### src/rtl/pwl_activation_lut.sv
// Piecewise-linear activation segment lookup: classifies an FP16 input against
// programmable ascending boundaries and returns that segment's {coef, bias}.
module pwl_activation_lut #(
  parameter int SEGS   = 16,
  parameter int DATA_W = 16,
  parameter int SEG_W  = $clog2(SEGS)
) (
  input  logic              clk,
  input  logic              rst,
  input  logic              cfg_we,
  input  logic [SEG_W-1:0]  cfg_addr,
  input  logic [DATA_W-1:0] cfg_coef,
  input  logic [DATA_W-1:0] cfg_bias,
  input  logic [DATA_W-1:0] cfg_bound,
  output logic              cfg_err,
  input  logic              in_valid,
  output logic              in_ready,
  input  logic [DATA_W-1:0] in_x,
  output logic              out_valid,
  input  logic              out_ready,
  output logic [DATA_W-1:0] out_coef,
  output logic [DATA_W-1:0] out_bias,
  output logic [SEG_W-1:0]  out_seg,
  output logic [DATA_W-1:0] out_x,
  output logic              out_nan,
  output logic              busy
);

  localparam int                NB       = SEGS - 1;
  localparam logic [DATA_W-1:0] NEG_ZERO = {1'b1, {(DATA_W-1){1'b0}}};
  localparam logic [DATA_W-1:0] POS_INF  = DATA_W'(16'h7C00);

  function automatic logic [DATA_W-1:0] fix_neg_zero(input logic [DATA_W-1:0] x);
    return (x == NEG_ZERO) ? '0 : x;
  endfunction

  // Maps FP16 ordering onto unsigned ordering: negatives inverted, positives lifted.
  function automatic logic [DATA_W-1:0] order_key(input logic [DATA_W-1:0] x);
    return x[DATA_W-1] ? ~x : (x | NEG_ZERO);
  endfunction

  function automatic logic is_nan(input logic [DATA_W-1:0] x);
    return (&x[14:10]) && (|x[9:0]);
  endfunction

  logic [DATA_W-1:0] coef_tab  [SEGS];
  logic [DATA_W-1:0] bias_tab  [SEGS];
  logic [DATA_W-1:0] bound_tab [NB];

  logic              stall;
  logic              cfg_ok;
  logic [DATA_W-1:0] x_norm;
  logic [NB-1:0]     cmp_d;

  logic              vld_p1;
  logic [DATA_W-1:0] x_p1;
  logic              nan_p1;
  logic [NB-1:0]     cmp_p1;
  logic [SEG_W-1:0]  seg_sel;

  assign stall    = out_valid & ~out_ready;
  assign in_ready = ~stall & ~cfg_we;
  assign busy     = vld_p1 | out_valid;
  assign cfg_ok   = cfg_we & ~busy & (int'(cfg_addr) < SEGS);

  // Stage 0 -> 1: normalise -0 and compare against every boundary in parallel
  always_comb begin
    x_norm = fix_neg_zero(in_x);
    cmp_d  = '0;
    for (int k = 0; k < NB; k++) begin
      cmp_d[k] = order_key(x_norm) < order_key(bound_tab[k]);
    end
  end

  always_ff @(posedge clk) begin
    if (!stall) begin
      x_p1   <= x_norm;
      nan_p1 <= is_nan(x_norm);
      cmp_p1 <= cmp_d;
    end
  end

  // Stage 1 -> 2: lowest set compare bit wins; NaN and no-hit fall to the top segment
  always_comb begin
    seg_sel = SEG_W'(SEGS - 1);
    if (!nan_p1) begin
      for (int k = NB - 1; k >= 0; k--) begin
        if (cmp_p1[k]) seg_sel = SEG_W'(k);
      end
    end
  end

  always_ff @(posedge clk) begin
    if (rst) begin
      out_coef <= '0;
      out_bias <= '0;
      out_seg  <= '0;
      out_x    <= '0;
      out_nan  <= 1'b0;
    end else if (!stall && vld_p1) begin
      out_coef <= coef_tab[seg_sel];
      out_bias <= bias_tab[seg_sel];
      out_seg  <= seg_sel;
      out_x    <= x_p1;
      out_nan  <= nan_p1;
    end
  end

  always_ff @(posedge clk) begin
    if (rst) begin
      vld_p1    <= 1'b0;
      out_valid <= 1'b0;
      cfg_err   <= 1'b0;
      for (int k = 0; k < SEGS; k++) begin
        coef_tab[k] <= '0;
        bias_tab[k] <= '0;
      end
      for (int k = 0; k < NB; k++) begin
        bound_tab[k] <= POS_INF;
      end
    end else begin
      cfg_err <= cfg_we & ~cfg_ok;
      if (!stall) begin
        vld_p1    <= in_valid & in_ready;
        out_valid <= vld_p1;
      end
      // Commits only while the pipe is empty, so in-flight items never see a table change
      if (cfg_ok) begin
        for (int k = 0; k < SEGS; k++) begin
          if (cfg_addr == SEG_W'(k)) begin
            coef_tab[k] <= cfg_coef;
            bias_tab[k] <= cfg_bias;
          end
        end
        for (int k = 0; k < NB; k++) begin
          if (cfg_addr == SEG_W'(k)) bound_tab[k] <= cfg_bound;
        end
      end
    end
  end

endmodule
### config.mk
export PLATFORM = sky130hd
export DESIGN_NAME = pwl_activation_lut
export DESIGN_NICKNAME = d
export VERILOG_FILES = /design/src/rtl/pwl_activation_lut.sv
export SDC_FILE = /design/constraint.sdc
export NUM_CORES = 1
export LEC_CHECK = 0
export BUFFER_PORTS_ARGS = -buffer_cell sky130_fd_sc_hd__buf_2
export CAP_MARGIN = 20
export CORE_MARGIN = 2
export CORE_UTILIZATION = 30
export CTS_CLUSTER_SIZE = 8
export DETAILED_ROUTE_END_ITERATION = 16
export PLACE_DENSITY_LB_ADDON = 0.2
export SLEW_MARGIN = 40
export SYNTH_ARGS = -nofsm -noshare
export SYNTH_HDL_FRONTEND = slang
export SYNTH_SLANG_ARGS = --single-unit
export TNS_END_PERCENT = 20
### constraint.sdc
create_clock -name clk -period 5 [get_ports clk]
set_clock_uncertainty 0.2 [all_clocks]
set_input_delay 1.25 -clock clk [delete_from_list [all_inputs] [get_ports clk]]
set_output_delay 1.25 -clock clk [all_outputs]
set_load 0.1 [all_outputs]
==> results.toml, run 1 <==
[clock_tree]
postCtsHoldBufs = 0
cts_resized = 0
htreeDepth = 3
clock_sinks = 840
post_cts_buffers = 0
cts_inserted_buffers = 116
cts_tree = "yes"
clk_latency_ps = 740
cts-root-buf = "clkbuf_16"
clk_path_buf_depth = 3
path_clk_slew_ps = 50

[sta]
setup_ws_ps = 965
drv_slew = 0
slew_headroom = 0.421
setup_violations = 0
period_needed_ps = 4040
period_share = 0.807
tightest_slew_ps = 868
timing.fmax_ghz = 0.248
setup_tns_ps = 0
hold_violations = 0
rsz0062_at_grt = "false"

[drt]
wl_per_cell_um = 24.9
drt_iter0_drc = 2171
drc = 0
totalWireLength_um = 131000
vias = 26800
firstDrtPassIters = 5
ant_nets = 0
viasPerCell = 5.09

[floorplan]
core_mm2 = 0.132
rows = 133
io_pins = 130
dieArea_mm2 = 0.136
initial_core_util = 0.302
die_y_um = 368
die_w_um = 368

[logic_synthesis]
ys_types = 63
synth_edf_count = 784
synth_top_area_cell = "edfxtp_1"
synth_top_cell_area_share = 0.591
ys_ff_latch = 840
syn-cell-area_mm2 = 0.0398
synthCells = 3281
yosys_warnings = 0
avgSynthCellArea_um2 = 12.1
ys_seq_area_frac = 0.620
synth.area.top_cells = "edfxtp_1 (59%), ha_1 (7.1%), xnor2_1 (5.0%), nor2_1 (4.5%), dfxtp_1 (2.8%)"
syn_nets = 3579
synthArstFlopShare = 0
ys.flop_type = "edfxtp_1"

[place]
dp_hpwl_um = 82300
post-place-ws_ps = 394
io_buffers = 129
place_congestion = 0.812
dp.cells = 5051

[layout]
multi_input_area_mm2 = 0.0142
fin_cells = 5271
fin_nets = 3720
syn_to_final_growth_pct = 17.8
final_core_util = 0.356
drive_gt1_frac = 0.130
fill_cells = 13000
register_area_mm2 = 0.0247

[run]
drv_cap = 0

[power_and_ir_drop]
total_power_mw = 18.6
peakVddDrop_mv = 0.293
powerDensity_mw_per_mm2 = 396
power.leakage_nw = 17.6

[global_routing]
first_global_vias = 26400
grtUsageTotal = 0.192
grt_pass1_wl_um = 190000
grt_remaining_overflow = 0
grt_max_degree = 56
antenna_found_initial = 6

[setup_path]
cp-start-kind = "flop"
worst-endpoint-arrival_ps = 4410
critical_path_class = "reg2reg"
cp.required_ps = 5380
critPathCaptureType = "flop"
worstPathMaxFanout = 15

[status]
status = "finished clean"

[worst_hold_path]
hp-class = "reg2reg"
## layout make-up
class | count | area share
flip-flops and latches | 840 | 0.526
multi-input cells | 2139 | 0.304
clock buffers | 201 | 0.0694
well taps | 1755 | 0.0468
repair buffers | 272 | 0.0451
clock inverters | 10 | 0.00464
inverters | 53 | 0.00424
diodes | 1 | 0.0000534
## path summary, 6_finish.rpt
kind | from | to | slack, ps | depth (start not counted)
worst max-delay path | cmp_p1[11] | out_bias[8] | 960 | 11
worst min-delay path | out_x[13] | out_x[13] | 250 | 2
worst min register to register | out_x[13] | out_x[13] | 250 | 2
worst max register to register | cmp_p1[11] | out_bias[8] | 960 | 11
## state kept, by name, indices dropped and copies added (netlist names), 4 cells and up
name	count
out_x	16
bound_tab	240
coef_tab	256
out_bias	16
bias_tab	256
x_p1	16
out_seg	4
out_coef	16
cmp_p1	15
## power breakdown
part | internal [mW] | switching (mW) | total, mW
logic | 0.938 | 1.79 | 2.73
registers | 8.07 | 0.165 | 8.23
clock network | 4.48 | 3.11 | 7.59
## Yosys cell counts (3+ instances only)
| cell | n |
|---|---|
| nand3b_1 | 5 |
| a21oi_1 | 128 |
| buf_6 | 4 |
| buf_2 | 22 |
| nor4_1 | 6 |
| o31a_1 | 11 |
| o221ai_1 | 33 |
| nor2b_1 | 17 |
| nand3_1 | 40 |
| and3_1 | 3 |
| o21ai_0 | 21 |
| nand2b_1 | 74 |
| clkbuf_1 | 206 |
| nor3_1 | 37 |
| mux2i_1 | 90 |
| a311oi_1 | 5 |
| ha_1 | 225 |
| nand4_1 | 32 |
| a211oi_1 | 21 |
| nand2_1 | 292 |
| a31oi_1 | 53 |
| buf_4 | 4 |
| xnor2_1 | 228 |
| buf_1 | 13 |
| o21bai_1 | 6 |
| nor2_1 | 476 |
| o211ai_1 | 35 |
| dfxtp_1 | 56 |
| o2111ai_1 | 11 |
| edfxtp_1 | 784 |
| o21ai_1 | 4 |
| a21o_1 | 74 |
| inv_1 | 53 |
| o22ai_1 | 124 |
| and2_1 | 29 |
| nor3b_1 | 4 |
| a32oi_1 | 7 |
| or3_1 | 4 |
| o21a_1 | 15 |
## layer usage
layer | share of wire | wire length (um) | vias up | track usage
met4 | 0.019 | 2430 | 4 | 0.0390
met5 | 0.00022 | 29 | - | 0
met2 | 0.46 | 60600 | 787 | 0.310
met3 | 0.055 | 7210 | 168 | 0.0334
li1 | - | - | 12200 | -
met1 | 0.46 | 61000 | 13700 | 0.270
## through the flow
step	hold WS, ps	instance area, um^2
after global routing	261	46900
after floorplan	271	39800
after detailed placement	247	43300
final	251	46900
after global placement	240	43100
after CTS	253	46700
## worst max-delay path, cell delays in order (launching register included)
cell	delay, ps
edfxtp_1	480
or4_1	630
a21oi_1	590
or2_1	260
buf_4	280
nand2_4	230
nor2_1	170
a211o_1	130
buf_4	290
nand3_1	120
a32oi_1	360
o22ai_1	150
## cells in the final DEF, fill, tap and decap left out, types with 56 or more instances in the layout
master	instances
clkbuf_16	117
xnor2_1	226
buf_2	128
o22ai_1	124
nor2_1	474
a21oi_1	126
buf_4	106
ha_1	225
edfxtp_1	784
mux2i_1	79
nand2_1	282
a21o_1	73
dfxtp_1	56
clkbuf_1	83
nand2b_1	63
## cells by family (layout without fill, tap and decap cells)
family | count (synthesis) | after routing | share of synthesized area
xor+xnor | 228 | 228 | 0.0502
simple gates | 1035 | 1035 | 0.113
mux | 92 | 92 | 0.0233
buf+inv | 302 | 536 | 0.0303
fa+ha+maj | 225 | 225 | 0.0707
compound gates | 559 | 559 | 0.0929
flops | 840 | 840 | 0.620
other cells | 0 | 1 | 0
No activity file was read; power rests on OpenSTA's default activity.
==> run 2: changes to the inputs <==
==> constraint.sdc (replaced) <==
create_clock -name clk -period 3.4 [get_ports clk]
set_clock_uncertainty 0.2 [all_clocks]
set_input_delay 0.85 -clock clk [delete_from_list [all_inputs] [get_ports clk]]
set_output_delay 0.85 -clock clk [all_outputs]
set_load 0.1 [all_outputs]
==> results.toml, run 2 (synthesized netlist as in run 1, its figures left out) <==
[status]
status = "finished clean"

[place]
post-place-ws_ps = -603
io_buffers = 129
dp_hpwl_um = 82700
place_area_mm2 = 0.0448
place_congestion = 0.813

[sta]
setup_tns_ps = 0
slew_headroom = 0.436
tightest_slew_ps = 841
period_share = 0.978
timing.fmax_ghz = 0.301
setup_violations = 0
rsz0062_at_grt = "true"
drv_slew = 0
setup_ws_ps = 73.3
hold_violations = 0
period_needed_ps = 3330

[setup_path]
rr_startpoint = "cmp_p1[3]"
cp-start-kind = "input pin"
critPathCaptureType = "flop"
critical_path_class = "in2reg"
worst-endpoint-arrival_ps = 3720
r2r_cells = 9
rrSetupSlack_ps = 90
cp.required_ps = 3800
timing.rr.end = "out_coef[15]"
worstPathMaxFanout = 7

[worst_hold_path]
hold_path_depth = 2
holdCritStartpoint = "in_x[14]"
hp-class = "in2reg"
hold_end = "x_p1[14]"

[clock_tree]
clock_sinks = 840
clk_path_buf_depth = 3
cts-root-buf = "clkbuf_16"
htreeDepth = 3
postCtsHoldBufs = 0
path_clk_slew_ps = 60
clk_latency_ps = 750
cts_tree = "yes"
cts_inserted_buffers = 115

[global_routing]
grt_pass1_wl_um = 190000
antenna_found_initial = 9
grtUsageTotal = 0.191
grt_max_degree = 59
first_global_vias = 27200
grt_remaining_overflow = 0

[floorplan]
initial_core_util = 0.302
dieArea_mm2 = 0.136
core_mm2 = 0.132
die_w_um = 368
rows = 133
die_y_um = 368
io_pins = 130

[power_and_ir_drop]
internal_power_mw = 20.0
p_switching_mw = 7.51
peakVddDrop_mv = 0.423
clock_power_share = 0.399
powerDensity_mw_per_mm2 = 569
power.leakage_nw = 18.3
sequentialPowerShare = 0.441
comb_power_share = 0.160
netSwitchingFraction = 0.273
total_power_mw = 27.5

[drt]
firstDrtPassIters = 7
drt_iter0_drc = 2302
totalWireLength_um = 131000
drc = 0
wl_per_cell_um = 24.4
ant_nets = 0
vias = 27300
viasPerCell = 5.06

[layout]
final_cell_mix = "edfxtp_1 (784), nor2_1 (474), nand2_1 (283)"
fin_nets = 3839
final_core_util = 0.367
final_common_cell = "edfxtp_1"
drive_gt1_frac = 0.163
fin_area_mm2 = 0.0483
syn_to_final_growth_pct = 21.4
reg_top3 = "bias_tab x256, coef_tab x256, bound_tab x240"

[run]
drv_cap = 0
==> run 2: worst max path at each step <==
stage                            to  slack, ps   startpoint
floorplan           bias_tab[14][0]       -810  cfg_addr[3]
global placement          cmp_p1[6]       -550      in_x[4]
detailed placement        cmp_p1[7]       -600      in_x[4]
CTS                     out_bias[4]          2    cmp_p1[4]
global route             cmp_p1[13]        -40      in_x[4]
finish                   cmp_p1[12]         70      in_x[4]
==> run 2: what timing repair did <==
action,CTS,global route
setup endpoints to repair,0,27
buffers inserted,0,4
gates resized for setup,0,8
==> run 2: metrics by stage <==
stage | hold WS (ps) | std cells
detailed placement | 244 | 5174
CTS | 177 | 5387
floorplan | 271 | 3281
finish | 239 | 5394
global route | 211 | 5393
global placement | 240 | 5173
==> run 2: area by class of cell <==
type / count / area [um^2]
Multi-Input combinational cell: 2140 / 14300
Antenna cell: 2 / 5.00
Fill cell: 12700 / 83300
Inverter: 53 / 199
Sequential cell: 840 / 24700
Clock buffer: 207 / 3260
Timing Repair Buffer: 391 / 3560
Clock inverter: 6 / 138
Tap cell: 1755 / 2200
==> run 2: worst max-delay path: stages <==
cell and delay (ps):
buf_2 110, nor4_2 290, nand3_1 200, o21ai_4 220, buf_12 180, xnor2_2 340, ha_1 380, a21o_1 190
a21o_1 150, a21o_1 150, a21oi_1 120, nor2b_1 60, o21ai_1 150, nand2b_1 80, a21oi_1 120, o31a_1 150
==> run 2: power groups by stage <==
stage	combinational (mW)	clock, mW	sequential [mW]
6_report	4.40	11.0	12.1
5_1_grt	4.78	11.6	12.2
4_1_cts	4.39	11.2	12.1
3_5_place_dp	4.37	0	12.3
3_3_place_gp	4.36	0	12.3
2_1_floorplan	2.39	0	12.4
==> run 2: routing by layer <==
layer / GRT usage / up-vias / part of all wire
li1: - / 12500 / -
met1: 0.271 / 13800 / 0.46
met2: 0.307 / 826 / 0.46
met3: 0.0284 / 176 / 0.059
met4: 0.0445 / 4 / 0.021
met5: 0 / - / 0.00025
==> run 3: changes to the inputs <==
--- a/config.mk
+++ b/config.mk
@@ -7,12 +7,13 @@
 export LEC_CHECK = 0
 export BUFFER_PORTS_ARGS = -buffer_cell sky130_fd_sc_hd__buf_2
 export CAP_MARGIN = 20
-export CORE_MARGIN = 2
+export CORE_MARGIN = 3
 export CORE_UTILIZATION = 30
+export CTS_BUF_LIST = sky130_fd_sc_hd__clkbuf_16
 export CTS_CLUSTER_SIZE = 8
 export DETAILED_ROUTE_END_ITERATION = 16
 export PLACE_DENSITY_LB_ADDON = 0.2
-export SLEW_MARGIN = 40
+export SLEW_MARGIN = 20
 export SYNTH_ARGS = -nofsm -noshare
 export SYNTH_HDL_FRONTEND = slang
 export SYNTH_SLANG_ARGS = --single-unit
==> results.toml, run 3 (synthesized netlist as in run 1, its figures left out) <==
[status]
status = "finished clean"

[drt]
viasPerCell = 5.00
wl_per_cell_um = 24.1
ant_nets = 0
drc = 0
firstDrtPassIters = 5
drt_iter0_drc = 2267
totalWireLength_um = 131000
vias = 27100

[place]
dp_hpwl_um = 83900
io_buffers = 129
place_congestion = 0.799
post-place-ws_ps = -579
dp.cells = 5208

[setup_path]
worst-endpoint-arrival_ps = 3610
critPathCaptureType = "flop"
cp-startpoint = "cmp_p1[3]"
crit_end = "out_coef[6]"
timing.rr.end = "out_coef[6]"
rrSetupSlack_ps = 170
worstPathMaxFanout = 12
cp-start-kind = "flop"
r2r_cells = 11
rr_startpoint = "cmp_p1[3]"
critical_path_class = "reg2reg"
cp.required_ps = 3790

[power_and_ir_drop]
peakVddDrop_mv = 0.425
powerDensity_mw_per_mm2 = 564
power.leakage_nw = 18.8

[sta]
tightest_slew_ps = 861
period_share = 0.949
timing.fmax_ghz = 0.310
setup_ws_ps = 174
period_needed_ps = 3230
setup_violations = 0
hold_violations = 0
slew_headroom = 0.426
drv_slew = 0

[layout]
reg_top3 = "bias_tab x256, coef_tab x256, bound_tab x240"
fin_cells = 5431
syn_to_final_growth_pct = 21.7
fin_nets = 3870
final_common_cell = "edfxtp_1"
final_core_util = 0.368
final_cell_mix = "edfxtp_1 (784), nor2_1 (474), nand2_1 (283)"
drive_gt1_frac = 0.169

[floorplan]
core_mm2 = 0.132
die_w_um = 370
initial_core_util = 0.302
rows = 133
io_pins = 130
dieArea_mm2 = 0.137
die_y_um = 370

[clock_tree]
postCtsHoldBufs = 0
cts_inserted_buffers = 116
cts_tree = "yes"
path_clk_slew_ps = 60
clk_latency_ps = 740
htreeDepth = 3
clock_sinks = 840
clk_path_buf_depth = 3
cts-root-buf = "clkbuf_16"

[global_routing]
grt_remaining_overflow = 0
first_global_vias = 26800
grtUsageTotal = 0.189
antenna_found_initial = 5
grt_pass1_wl_um = 189000
grt_max_degree = 49

[worst_hold_path]
hp-class = "reg2reg"

[run]
drv_cap = 0
[run 3: changes by cell type in the layout (fill, tap and decap cells not counted), moves of 3 or more]
cell and change:
buf_12 -11, buf_4 +43, clkbuf_1 -89, diode_2 +3
inv_1 +92
[run 3: cell type report]
cell class / instances / area (um^2)
timing repair buffer: 422 / 3650
antenna: 5 / 12.5
fill: 12800 / 83200
sequential: 840 / 24700
clock inverter: 99 / 509
multi-input combinational: 2139 / 14300
inverter: 53 / 199
tap: 1755 / 2200
clock buffer: 118 / 2950
[run 3: worst max-delay path, cell delays in order, from the launching register on]
cell and delay (ps):
edfxtp_1 390, buf_4 160, or4_1 620, a21oi_1 270, buf_4 220, nor2_1 60
o21ai_1 130, a211o_1 230, buf_4 280, a31oi_1 120, a21oi_1 280, o22ai_1 140
[run 3: what timing repair did]
item	in CTS	in global routing
resized for setup	0	2
setup buffers	0	1
endpoints found under the hold margin	0	0
endpoints found under the setup margin	0	4
[run 3: routing by layer]
metal	part of all wire	GRT usage	wire length (um)
met1	0.44	0.258	58100
met2	0.46	0.303	60100
met3	0.071	0.0411	9270
met4	0.025	0.0496	3240
met5	0.00015	0	20
[run 3: metrics by stage]
step	hold slack, ps	TNS (ps)	power [mW]	instance area, um^2
floorplan	271	-119620	14.8	40000
global placement	240	-6710	16.7	44900
detailed placement	246	-6800	16.7	44900
CTS	186	0	27.6	48400
global route	221	-18.4	28.5	48400
finish	251	0	27.3	48400
[run 3: worst min path at each step]
| stage | start | end | slack, ps | cells after the start |
|---|---|---|---|---|
| after floorplan | x_p1[0] | out_x[0] | 270 | 2 |
| after global placement | out_x[13] | out_x[13] | 240 | 2 |
| after detailed placement | out_x[0] | out_x[0] | 250 | 2 |
| after CTS | in_x[14] | x_p1[14] | 190 | 2 |
| after global routing | in_x[14] | x_p1[14] | 220 | 2 |
| final | out_x[10] | out_x[10] | 250 | 2 |
[run 3: report_power, final]
group          total [mW]  leakage, nW  switching [mW]  internal (mW)
clock                10.8         2.01            4.59           6.21
sequential           12.1         8.32           0.243           11.9
combinational        4.41         8.48            2.71           1.70
total                27.3         18.8            7.54           19.8
